--- src/rtl/launch_sequencer_pkg.sv ---
// Shared definitions for the launch sequencer: parameter defaults,
// sequencer states and the field layout of an instruction-memory word.
package launch_sequencer_pkg;

  localparam int DEF_MEM_ADDR_WIDTH   = 10;
  localparam int DEF_INSTR_DATA_WIDTH = 32;
  localparam int DEF_INSTR_ADDR_WIDTH = 6;
  localparam int DEF_INSTR_HOPS_WIDTH = 4;
  localparam int DEF_TIMEOUT_WIDTH    = 16;

  localparam int COUNT_WIDTH   = 9;
  localparam int RD_DATA_WIDTH = 64;

  // Bit offsets of the fields packed into one memory word
  localparam int RD_DATA_LSB = 0;
  localparam int RD_ADDR_LSB = 32;
  localparam int RD_HOPS_LSB = 38;

  typedef enum logic [2:0] {
    ST_IDLE,
    ST_CLEAR,
    ST_FETCH,
    ST_DRAIN,
    ST_CALL,
    ST_WAIT_RET,
    ST_DONE
  } state_t;

endpackage

--- src/rtl/launch_sequencer_timeout_cnt.sv ---
// Return-timeout down-counter. Loaded with the timeout before waiting,
// counts down while enabled and flags expiry in the last allowed cycle.
// A load value of zero never expires.
module launch_timeout_cnt
  import launch_sequencer_pkg::*;
#(
  parameter int TIMEOUT_WIDTH = DEF_TIMEOUT_WIDTH
) (
  input  logic                     clk,
  input  logic                     rst_n,
  input  logic                     load,
  input  logic [TIMEOUT_WIDTH-1:0] load_val,
  input  logic                     en,
  output logic                     expire
);

  logic [TIMEOUT_WIDTH-1:0] cnt;

  // Load on request, otherwise count down to zero while enabled
  always_ff @(posedge clk or negedge rst_n) begin
    if (!rst_n) begin
      cnt <= '0;
    end else if (load) begin
      cnt <= load_val;
    end else if (en && (cnt != '0)) begin
      cnt <= cnt - TIMEOUT_WIDTH'(1);
    end
  end

  // Expiry when the final waiting cycle is reached without a return
  assign expire = en && (cnt == TIMEOUT_WIDTH'(1));

endmodule

--- src/rtl/launch_sequencer.sv ---
// Launch sequencer: clears the array, streams count instruction words from
// memory into the cell load chain, calls the kernel and waits for its
// return (optionally bounded by a timeout). Abort cancels at any point.
module launch_sequencer
  import launch_sequencer_pkg::*;
#(
  parameter int MEM_ADDR_WIDTH   = DEF_MEM_ADDR_WIDTH,
  parameter int INSTR_DATA_WIDTH = DEF_INSTR_DATA_WIDTH,
  parameter int INSTR_ADDR_WIDTH = DEF_INSTR_ADDR_WIDTH,
  parameter int INSTR_HOPS_WIDTH = DEF_INSTR_HOPS_WIDTH,
  parameter int TIMEOUT_WIDTH    = DEF_TIMEOUT_WIDTH
) (
  input  logic                        clk,
  input  logic                        rst_n,
  input  logic                        start,
  input  logic                        abort,
  input  logic [MEM_ADDR_WIDTH-1:0]   base_addr,
  input  logic [COUNT_WIDTH-1:0]      count,
  input  logic [TIMEOUT_WIDTH-1:0]    timeout,
  output logic                        busy,
  output logic                        done,
  output logic                        error,
  output logic                        mem_rd_en,
  output logic [MEM_ADDR_WIDTH-1:0]   mem_rd_addr,
  input  logic [RD_DATA_WIDTH-1:0]    mem_rd_data,
  output logic [INSTR_DATA_WIDTH-1:0] instr_data_out,
  output logic [INSTR_ADDR_WIDTH-1:0] instr_addr_out,
  output logic [INSTR_HOPS_WIDTH-1:0] instr_hops_out,
  output logic                        instr_en_out,
  output logic                        call_out,
  input  logic                        ret_in,
  output logic                        arr_clr
);

  state_t                     state;
  logic [MEM_ADDR_WIDTH-1:0]  base_lat;
  logic [COUNT_WIDTH-1:0]     count_lat;
  logic [TIMEOUT_WIDTH-1:0]   timeout_lat;
  logic [COUNT_WIDTH-1:0]     rd_left;
  logic [MEM_ADDR_WIDTH-1:0]  rd_addr_q;
  logic                       busy_q;
  logic                       done_q;
  logic                       error_q;
  logic                       arr_clr_q;
  logic                       call_q;
  logic                       rd_en_q;
  logic                       vld_p1;
  logic                       tmo_expire;
  logic                       unused_rd_bits;

  // Upper memory-word bits carry nothing for the load chain
  assign unused_rd_bits = ^mem_rd_data[RD_DATA_WIDTH-1:RD_HOPS_LSB+INSTR_HOPS_WIDTH];

  launch_timeout_cnt #(
    .TIMEOUT_WIDTH (TIMEOUT_WIDTH)
  ) u_timeout_cnt (
    .clk      (clk),
    .rst_n    (rst_n),
    .load     (state == ST_CALL),
    .load_val (timeout_lat),
    .en       (state == ST_WAIT_RET),
    .expire   (tmo_expire)
  );

  // Sequencer FSM with registered status and strobe outputs
  always_ff @(posedge clk or negedge rst_n) begin
    if (!rst_n) begin
      state       <= ST_IDLE;
      busy_q      <= 1'b0;
      done_q      <= 1'b0;
      error_q     <= 1'b0;
      arr_clr_q   <= 1'b0;
      call_q      <= 1'b0;
      rd_en_q     <= 1'b0;
      rd_addr_q   <= '0;
      rd_left     <= '0;
      base_lat    <= '0;
      count_lat   <= '0;
      timeout_lat <= '0;
    end else begin
      done_q    <= 1'b0;
      arr_clr_q <= 1'b0;
      call_q    <= 1'b0;
      rd_en_q   <= 1'b0;
      if (abort && (state != ST_IDLE) && (state != ST_DONE)) begin
        state   <= ST_DONE;
        done_q  <= 1'b1;
        error_q <= 1'b1;
      end else begin
        case (state)
          ST_IDLE: begin
            if (start) begin
              state       <= ST_CLEAR;
              busy_q      <= 1'b1;
              arr_clr_q   <= 1'b1;
              error_q     <= 1'b0;
              base_lat    <= base_addr;
              count_lat   <= count;
              timeout_lat <= timeout;
            end
          end
          ST_CLEAR: begin
            if (count_lat != '0) begin
              state     <= ST_FETCH;
              rd_en_q   <= 1'b1;
              rd_addr_q <= base_lat;
              rd_left   <= count_lat - COUNT_WIDTH'(1);
            end else begin
              state  <= ST_CALL;
              call_q <= 1'b1;
            end
          end
          ST_FETCH: begin
            if (rd_left == '0) begin
              state <= ST_DRAIN;
            end else begin
              rd_en_q   <= 1'b1;
              rd_addr_q <= rd_addr_q + MEM_ADDR_WIDTH'(1);
              rd_left   <= rd_left - COUNT_WIDTH'(1);
            end
          end
          ST_DRAIN: begin
            state  <= ST_CALL;
            call_q <= 1'b1;
          end
          ST_CALL: begin
            state <= ST_WAIT_RET;
          end
          ST_WAIT_RET: begin
            if (ret_in) begin
              state  <= ST_DONE;
              done_q <= 1'b1;
            end else if (tmo_expire) begin
              state   <= ST_DONE;
              done_q  <= 1'b1;
              error_q <= 1'b1;
            end
          end
          ST_DONE: begin
            state  <= ST_IDLE;
            busy_q <= 1'b0;
            if (abort) begin
              error_q <= 1'b1;
            end
          end
          default: begin
            state  <= ST_IDLE;
            busy_q <= 1'b0;
          end
        endcase
      end
    end
  end

  // Read data returns one cycle after the request: track which cycles carry it
  always_ff @(posedge clk or negedge rst_n) begin
    if (!rst_n) begin
      vld_p1 <= 1'b0;
    end else begin
      vld_p1 <= mem_rd_en;
    end
  end

  // Stage p1: abort silences the strobes in the cycle it is raised
  assign mem_rd_en      = rd_en_q & ~abort;
  assign mem_rd_addr    = rd_addr_q;
  assign call_out       = call_q & ~abort;
  assign instr_en_out   = vld_p1 & ~abort;
  assign instr_data_out = instr_en_out ? mem_rd_data[RD_DATA_LSB +: INSTR_DATA_WIDTH] : '0;
  assign instr_addr_out = instr_en_out ? mem_rd_data[RD_ADDR_LSB +: INSTR_ADDR_WIDTH] : '0;
  assign instr_hops_out = instr_en_out ? mem_rd_data[RD_HOPS_LSB +: INSTR_HOPS_WIDTH] : '0;
  assign busy           = busy_q;
  assign done           = done_q;
  assign error          = error_q;
  assign arr_clr        = arr_clr_q;

endmodule

--- config.mk ---
export PLATFORM = sky130hd
export DESIGN_NAME = launch_sequencer
export DESIGN_NICKNAME = d
export VERILOG_FILES = /design/src/rtl/launch_sequencer_pkg.sv /design/src/rtl/launch_sequencer_timeout_cnt.sv /design/src/rtl/launch_sequencer.sv
export SDC_FILE = /design/constraint.sdc
export NUM_CORES = 1
export LEC_CHECK = 0
export ABC_AREA = 1
export CELL_PAD_IN_SITES_DETAIL_PLACEMENT = 1
export CELL_PAD_IN_SITES_GLOBAL_PLACEMENT = 1
export CORE_UTILIZATION = 34
export DETAILED_ROUTE_END_ITERATION = 10
export PLACE_DENSITY = 0.87
export SYNTH_ARGS = -nofsm -noshare
export SYNTH_HDL_FRONTEND = slang
export SYNTH_SLANG_ARGS = --single-unit
--- constraint.sdc ---
create_clock -name clk -period 2.8 [get_ports clk]
set_input_delay 0.84 -clock clk [delete_from_list [all_inputs] [get_ports clk]]
set_output_delay 0.84 -clock clk [all_outputs]
set_load 0.05 [all_outputs]
# == Word level (Yosys, flattened, before mapping) ==
# Index checks and enable logic that the tools add are counted.
# W data, S select, Z words.
# word_totals
inputBits,104
reg_bits,80
out_inout_bits,59
word_cells,99
# op_classes
n_reduce_logical,18
mux,40
add_sub_neg,4
eq_ne,17
n_bitwise,6
# op_table
operator,count
$mux W16,2
$mux W32,1
$mux W10,2
$pmux W10 S2,1
$mux W1,18
$mux W3,6
$mux W9,2
$ne A3 B3 Y1 const B,6
$pmux W3 S6,1
$pmux W9 S2,1
$sub A9 B1 Y9 const B,2
$eq A16 B1 Y1 const B,1
$reduce_bool A16 Y1,1
$sub A16 B1 Y16 const B,1
$add A10 B1 Y10 const B,1
$eq A3 B3 Y1 const B,3
$logic_not A9 Y1,1
$reduce_and A3 Y1,3
$reduce_bool A9 Y1,1
$eq A3 B2 Y1 const B,2
$mux W6,1
$ne A2 B2 Y1 const B,3
$pmux W1 S2,3
$reduce_and A5 Y1,1
13 further kinds,21

# == Longest topological paths before layout ==
# Gate-level depths: netlist of the first run.
# logic_depth
word_depth,6
mapped_depth,15
depth_no_buf,12

# == By module ==
# From an unflattened synthesis of the first run, not the netlist that was laid out.
# unflattened
hier_cells,677
hier_area_um2,4719.5
# modules_own_cells
mod,n_inst,cells_each,seq_area_each_um2,area_each_um2
launch_sequencer,1,501,1601.5,3554.7
launch_timeout_cnt,1,176,400.4,1164.9

# == Least setup slack after synthesis of the first run ==
# OpenSTA, ideal clock, no wires.
# synth_path
kind,input-to-output
startpoint,in abort
endpoint,out instr_addr_out[0]
stages,4
n_path_buf,1
slack_ps,61
arrival_ps,1899
required_time_ps,1960
path_cell_list,inv_1 > nand2_1 > clkbuf_1 > nor2_1
# synth_between
elab_chain_len,3
# synth_lines
element,line,rtl
from (decl),launch_sequencer.sv:16,"input logic abort,"
$not A1 Y1,launch_sequencer.sv:168,assign instr_en_out = vld_p1 & ~abort;
$and A1 B1 Y1,launch_sequencer.sv:168,
$mux W6,launch_sequencer.sv:170,assign instr_addr_out = instr_en_out ? mem_rd_data[RD_ADDR_LSB +: INSTR_ADDR_WIDTH] : '0;
to (decl),launch_sequencer.sv:27,"output logic [INSTR_ADDR_WIDTH-1:0] instr_addr_out,"
# Every way passes these cells.

# == Worst setup path after layout of the first run ==
# layout_path
startpoint,in mem_rd_data[39]
endpoint,out instr_hops_out[1]
# layout_between
elab_chain_len,1
# layout_lines
element,line,rtl
from (decl),launch_sequencer.sv:25,"input logic [RD_DATA_WIDTH-1:0] mem_rd_data,"
$mux W4,launch_sequencer.sv:171,assign instr_hops_out = instr_en_out ? mem_rd_data[RD_HOPS_LSB +: INSTR_HOPS_WIDTH] : '0;
to (decl),launch_sequencer.sv:28,"output logic [INSTR_HOPS_WIDTH-1:0] instr_hops_out,"
# Every way passes these cells.

==> impl_metrics.env, run 1 <==
export IMPL_syn_to_final_growth_pct=56.84
export IMPL_clock_sinks=80
export IMPL_drv_slew=0
export IMPL_synth_nets=815
export IMPL_seqCellArea_um2=2002
export IMPL_start_kind="input pin"
export IMPL_fmax_mhz=380.1
export IMPL_netlist_area_leader_share_pct=41.85
export IMPL_vias_per_cell=4.958
export IMPL_power_frac_seq_pct=29.7
export IMPL_ir_drop_v=0.0004374
export IMPL_ys_top_cells_by_area="dfrtp_1, nand2_1, inv_1"
export IMPL_cts_path_max_buffers=2
export IMPL_rsz0062_at_grt="false"
export IMPL_die_h_um=120.6
export IMPL_synth_mux_area_share_pct=0
export IMPL_synth_edff_count=0
export IMPL_switching_share_pct=47.68
export IMPL_dr_first_iter_drc_count=185
export IMPL_worstMarginPinSlew_ps=886.4
export IMPL_fin_worst_skew_ps=6.909
export IMPL_final_hold_viol_count=0
export IMPL_dpl_hpwl_um=11800
export IMPL_initial_core_util_pct=35.42
export IMPL_synth_compound_area_share_pct=6.042
export IMPL_firstDrtPassIters=4
export IMPL_synth_warnings=0
export IMPL_syn_avg_cell_area_um2=6.775
export IMPL_dieArea_um2=14550
export IMPL_synthXorXnorAreaFrac_pct=1.099
export IMPL_grt_max_degree=49
export IMPL_io_buffers=140
export IMPL_netlist_area_um2=4783
export IMPL_cts_hold_buf=0
export IMPL_drive_gt1_share_pct=17.70
export IMPL_rows=42
export IMPL_dp_cells=1010
export IMPL_maxCapViolations=0
export IMPL_switchingPower_mw=3.420
export IMPL_p_clk_share_pct=17.3
export IMPL_grt_util_all_layers_pct=23.04
export IMPL_wl_per_cell_um=16.84
export IMPL_min_period_ps=2631
export IMPL_grt_pass1_wl_um=26140
export IMPL_power_internal_mw=3.753
export IMPL_setup_viol=0
export IMPL_status="completed"
export IMPL_fill_cells=1624
export IMPL_diodes=0
export IMPL_die_w_um=120.6
export IMPL_power_leakage_nw=3.637
export IMPL_cts_tree="done"
export IMPL_slew_headroom_pct=40.84
export IMPL_path_clk_slew_ps=60
export IMPL_synth_simple_area_share_pct=37.95
export IMPL_numCtsBuffers=9
export IMPL_grt_antenna_before_repair=0
export IMPL_yosys_top_cells_count="nand2_1, inv_1, nor2_1, dfrtp_1, nand3_1"
export IMPL_synth_seq_area_share_pct=41.85
export IMPL_post_route_period_util_pct=93.97
export IMPL_synth_ff_type="dfrtp_1"
export IMPL_layout_nets=958
export IMPL_clk_insertion_delay_late_ps=340
export IMPL_critPathCaptureType="output port"
export IMPL_place_congestion=0.9083
export IMPL_hold_class="input pin to async pin"
export IMPL_synth_most_common_cell="nand2_1"
export IMPL_pin_count=163
export IMPL_fin_cells=1029
export IMPL_p_comb_share_pct=53.1
export IMPL_htree_levels=3
export IMPL_cp_data_required_time_ps=1960
export IMPL_arrival_ps=1790
export IMPL_cts_root_buf="clkbuf_16"
export IMPL_antenna_left=0
export IMPL_synth_fa_ha_area_share_pct=1.308
export IMPL_synth_top_family_by_area="simple AND/OR/NAND/NOR gates"
export IMPL_synth_async_reset_ratio_pct=100.0
export IMPL_core_um2=13510
export IMPL_yosysTopAreaCell="dfrtp_1"
export IMPL_synth_cell_types=31
export IMPL_power_total_mw=7.173
export IMPL_drc_errors=0
export IMPL_wl_um=17330
export IMPL_p_per_area_nw_per_um2=956.1
export IMPL_multiInputGateArea_um2=2514
export IMPL_route_vias_total=5102
export IMPL_criticalPathCategory="input pin to output port"
export IMPL_path_max_fanout=1
export IMPL_overflow=0
export IMPL_grt_pass1_vias=5298
export IMPL_syn_inst=706
export IMPL_synth_seq_cells=80
## state kept, by name, summed over array words and instances (netlist names)
name,flops
rd_left,9
count_lat,9
vld_p1,1
busy,1
u_timeout_cnt.cnt,16
done,1
base_lat,10
state,3
call_q,1
rd_en_q,1
mem_rd_addr,10
arr_clr,1
error,1
timeout_lat,16
## worst max-delay path: stages
cell and delay [ps]:
clkdlybuf4s50_1 550, inv_1 80, nor2_2 160, buf_12 150
## worst paths after layout
path,end,from,slack [ps],depth (start not counted)
worst min-delay path,timeout_lat[14],rst_n,460,1
worst max register to register,rd_left[6],state[2],420,13
worst min register to register,base_lat[2],base_lat[2],470,2
max in group asynchronous,u_timeout_cnt.cnt[8],rst_n,1720,2
worst max-delay path,instr_hops_out[1],mem_rd_data[39],170,4
min in group clk,base_lat[2],base_lat[2],470,2
## metal layers
metal  up-vias  share of wire [%]  GRT usage (%)  wire length, µm
li1       2445                  -              -                -
met4         0                3.3          9.799              572
met1      2440                 41          26.37             7064
met5         -                  0              0                0
met2       174                 51          41.52             8778
met3        43                5.3          4.575              917
## final cells by class
| class | instances | area share, % |
|---|---|---|
| Clock buffer | 9 | 3.002 |
| Multi-Input combinational cell | 496 | 33.51 |
| Sequential cell | 80 | 26.68 |
| Inverter | 106 | 5.370 |
| Clock inverter | 6 | 1.134 |
| Timing Repair Buffer | 156 | 27.37 |
| Tap cell | 176 | 2.935 |
## kinds of logic after synthesis
kind of cell,after synthesis
simple gates,433
buf+inv,130
flops,80
compound gates,52
xor+xnor,6
fa+ha+maj,5
## power by group through the flow
stage / Sequential, mW / Combinational (mW) / Clock [mW]
6_report: 2.13 / 3.81 / 1.24
5_1_grt: 2.19 / 4.21 / 1.31
4_1_cts: 2.12 / 3.73 / 1.27
3_5_place_dp: 2.12 / 3.62 / 0
3_3_place_gp: 2.09 / 3.45 / 0
2_1_floorplan: 2.27 / 2.31 / 0
## placed cells by master (no fill, tap or decap), types with 2 or more instances in the layout
cell type        count
nor2_4              35
buf_4               11
clkdlybuf4s50_1     93
inv_1               99
o21ai_1              6
dfrtp_1             80
o21ai_0             34
xnor2_1              2
nor2_1              41
clkinv_2             2
nand3_2              4
o21bai_1             2
buf_12              47
clkbuf_16           12
ha_1                 5
nand4_1              5
nor2_2              14
nand2_1            248
clkinvlp_4           2
o21ai_2              6
nand2_2              5
nand3_1             67
nand3b_1             2
a21oi_1              3
bufinv_16            2
xor2_1               4
nor3_1               8
inv_2                5
## stage by stage
stage / util [%] / instance area, µm² / worst slack [ps] / TNS, ps / hold slack (ps)
final: 55.55 / 7502 / 168.9 / 0 / 463.5
after global routing: 55.55 / 7502 / 167.3 / 0 / 488.7
after CTS: 53.20 / 7184 / -47.67 / -832.8 / 474.0
after detailed placement: 50.38 / 6804 / -103.5 / -1495 / 458.4
after global placement: 50.38 / 6804 / -92.79 / -592.9 / 455.7
after floorplan: - / 4783 / 60.54 / 0 / 442.2
## timing repair
action                     CTS  global route
gates cloned                 0             4
gates resized for setup     24            59
setup endpoints to repair   42            41
buffers inserted             0             0
(Power assumes the default switching activity.)
==> run 2, diff against run 1 <==
ABC_AREA = 0   (was 1)
CORE_UTILIZATION = 36   (was 34)
==> run 2 against run 1 <==
Count of clock-buffer cells in the layout up 1. Maximum frequency down 4.7%. Clock power down 5%. Largest power group unchanged. Highest routed layer unchanged.
==> impl_metrics.env, run 2 <==
export IMPL_setup_viol=0
export IMPL_status="completed"
export IMPL_core_um2=12210
export IMPL_synth_seq_area_share_pct=43.50
export IMPL_synthXorXnorAreaFrac_pct=0.7613
export IMPL_grt_util_all_layers_pct=24.81
export IMPL_worstMarginPinSlew_ps=640.8
export IMPL_syn_avg_cell_area_um2=9.607
export IMPL_criticalPathCategory="input pin to output port"
export IMPL_critPathCaptureType="output port"
export IMPL_power_frac_seq_pct=33.6
export IMPL_pin_count=163
export IMPL_final_hold_viol_count=0
export IMPL_die_w_um=115.1
export IMPL_place_congestion=0.8669
export IMPL_ir_drop_v=0.0004390
export IMPL_rows=40
export IMPL_synth_most_common_cell="dfrtp_1"
export IMPL_synth_edff_count=0
export IMPL_power_total_mw=6.963
export IMPL_grt_antenna_before_repair=0
export IMPL_wl_um=15970
export IMPL_power_leakage_nw=2.851
export IMPL_synth_seq_cells=80
export IMPL_ys_top_cells_by_area="dfrtp_1, mux2_2, and2_1"
export IMPL_cts_path_max_buffers=2
export IMPL_dpl_cell_area_um2=6718
export IMPL_route_vias_total=4417
export IMPL_power_internal_mw=3.941
export IMPL_synth_fa_ha_area_share_pct=1.359
export IMPL_grt_max_degree=46
export IMPL_post_route_period_util_pct=98.58
export IMPL_switchingPower_mw=3.022
export IMPL_antenna_left=0
export IMPL_drv_slew=0
export IMPL_path_clk_slew_ps=60
export IMPL_switching_share_pct=43.40
export IMPL_cts_tree="done"
export IMPL_synth_async_reset_ratio_pct=100.0
export IMPL_synth_mux_area_share_pct=9.652
export IMPL_overflow=0
export IMPL_wl_per_cell_um=20.13
export IMPL_layout_nets=730
export IMPL_final_common_cell="clkdlybuf4s50_1"
export IMPL_arrival_ps=1920
export IMPL_syn_inst=479
export IMPL_start_kind="input pin"
export IMPL_die_h_um=115.1
export IMPL_synth_nets=588
export IMPL_cts_hold_buf=0
export IMPL_fin_util_pct=58.03
export IMPL_slowest_delay_ps=310
export IMPL_netlist_area_leader_share_pct=43.50
export IMPL_final_cell_mix="clkdlybuf4s50_1, dfrtp_1, buf_12"
export IMPL_p_per_area_nw_per_um2=982.5
export IMPL_synth_warnings=0
export IMPL_fin_worst_skew_ps=5.408
export IMPL_io_buffers=140
export IMPL_drc_errors=0
export IMPL_hold_class="input pin to async pin"
export IMPL_hold_ws_ps=453.7
export IMPL_cpMaxStageDelayCell="bufbuf_16"
export IMPL_vias_per_cell=5.570
export IMPL_netlist_area_um2=4602
export IMPL_min_period_ps=2760
export IMPL_clk_insertion_delay_late_ps=340
export IMPL_cts_root_buf="clkbuf_16"
export IMPL_crit_path_cell_trace="dlygate4sd2_1 > nor2b_4 > bufbuf_16 > and2_1 > buf_12"
export IMPL_fmax_mhz=362.3
export IMPL_dieArea_um2=13240
export IMPL_p_comb_share_pct=49.5
export IMPL_p_clk_share_pct=17.0
export IMPL_synth_top_family_by_area="simple AND/OR/NAND/NOR gates"
export IMPL_yosys_top_cells_count="dfrtp_1, and2_1, nor2_1, mux2_2"
export IMPL_synth_cell_types=67
export IMPL_clock_sinks=80
export IMPL_syn_to_final_growth_pct=54.00
export IMPL_htree_levels=3
export IMPL_initial_core_util_pct=37.68
export IMPL_grt_pass1_wl_um=25470
export IMPL_reg_largest_list="timeout_lat: 16 flops, u_timeout_cnt.cnt: 16 flops"
export IMPL_dpl_hpwl_um=11210
export IMPL_grt_pass1_vias=4788
export IMPL_final_area_um2=7087
export IMPL_slew_headroom_pct=57.12
export IMPL_dr_first_iter_drc_count=170
export IMPL_synth_ff_type="dfrtp_1"
export IMPL_drive_gt1_share_pct=23.84
export IMPL_synth_simple_area_share_pct=22.73
export IMPL_diodes=0
export IMPL_firstDrtPassIters=4
export IMPL_synth_compound_area_share_pct=18.24
export IMPL_cp_data_required_time_ps=1960
export IMPL_maxCapViolations=0
export IMPL_path_max_fanout=21
export IMPL_numCtsBuffers=9
export IMPL_rsz0062_at_grt="true"
export IMPL_yosysTopAreaCell="dfrtp_1"
[run 2: cell count changes after synthesis, sizes merged, moves of 26 or more]
cell,previous run,this run
nand2,255,29
a21oi,3,29
mux2,0,35
nand3,71,21
nor2,90,39
inv,104,11
and2,0,42
[run 2: final cells by class]
class / instances / area (µm²)
fill: 1357 / 5125
sequential: 80 / 2002
multi-input combinational: 358 / 2470
timing repair buffer: 161 / 2068
inverter: 11 / 41.29
clock buffer: 10 / 239.0
tap: 168 / 210.2
clock inverter: 5 / 56.30
[run 2: logic make-up after synthesis]
family	after synthesis
muxes	40
buffers and inverters	41
AOI/OAI and AO/OA	121
and+or+nand+nor	188
adders and majority gates	5
xor gates and xnor gates	4
DFF	80
[run 2: through the flow]
stage	TNS [ps]	instances	setup slack (ps)
after floorplan	0	479	22.44
after global placement	-2558	776	-65.23
after detailed placement	-4285	776	-129.9
after CTS	0	793	44.54
after global routing	-0.01732	793	-0.01732
final	0	793	39.71
[run 2: final timing paths]
path	start	to	slack [ps]	depth (start not counted)
min in group clk	error	error	500	2
max in group asynchronous	rst_n	mem_rd_addr[1]	1740	2
hold reg to reg	error	error	500	2
hold / removal	rst_n	timeout_lat[2]	450	1
setup / recovery	abort	instr_data_out[4]	40	5
setup reg to reg	state[0]	rd_left[8]	300	6
[run 2: power groups by stage]
stage / clock network, mW / registers (mW) / logic, mW
5_1_grt: 1.25 / 2.42 / 3.71
2_1_floorplan: 0 / 2.46 / 2.01
4_1_cts: 1.20 / 2.34 / 3.45
3_3_place_gp: 0 / 2.29 / 3.19
6_report: 1.18 / 2.34 / 3.44
3_5_place_dp: 0 / 2.33 / 3.37
[run 2: critical path: cells and delay by family]
kind	cells	cell delay, ps
buffers and inverters	3	750
and+or+nand+nor	2	330
[run 2: layer usage]
layer | GRT usage, % | routed length (µm) | share of wire [%]
met5 | 0 | 0 | 0
met4 | 9.870 | 549 | 3.4
met1 | 27.15 | 5895 | 37
met3 | 5.377 | 756 | 4.7
met2 | 46.43 | 8763 | 55
[run 2: timing repair]
action                     in CTS  in global routing
resized for setup               5                 10
setup endpoints to repair      43                  7
setup buffers                   1                  0
gates cloned                    1                  0
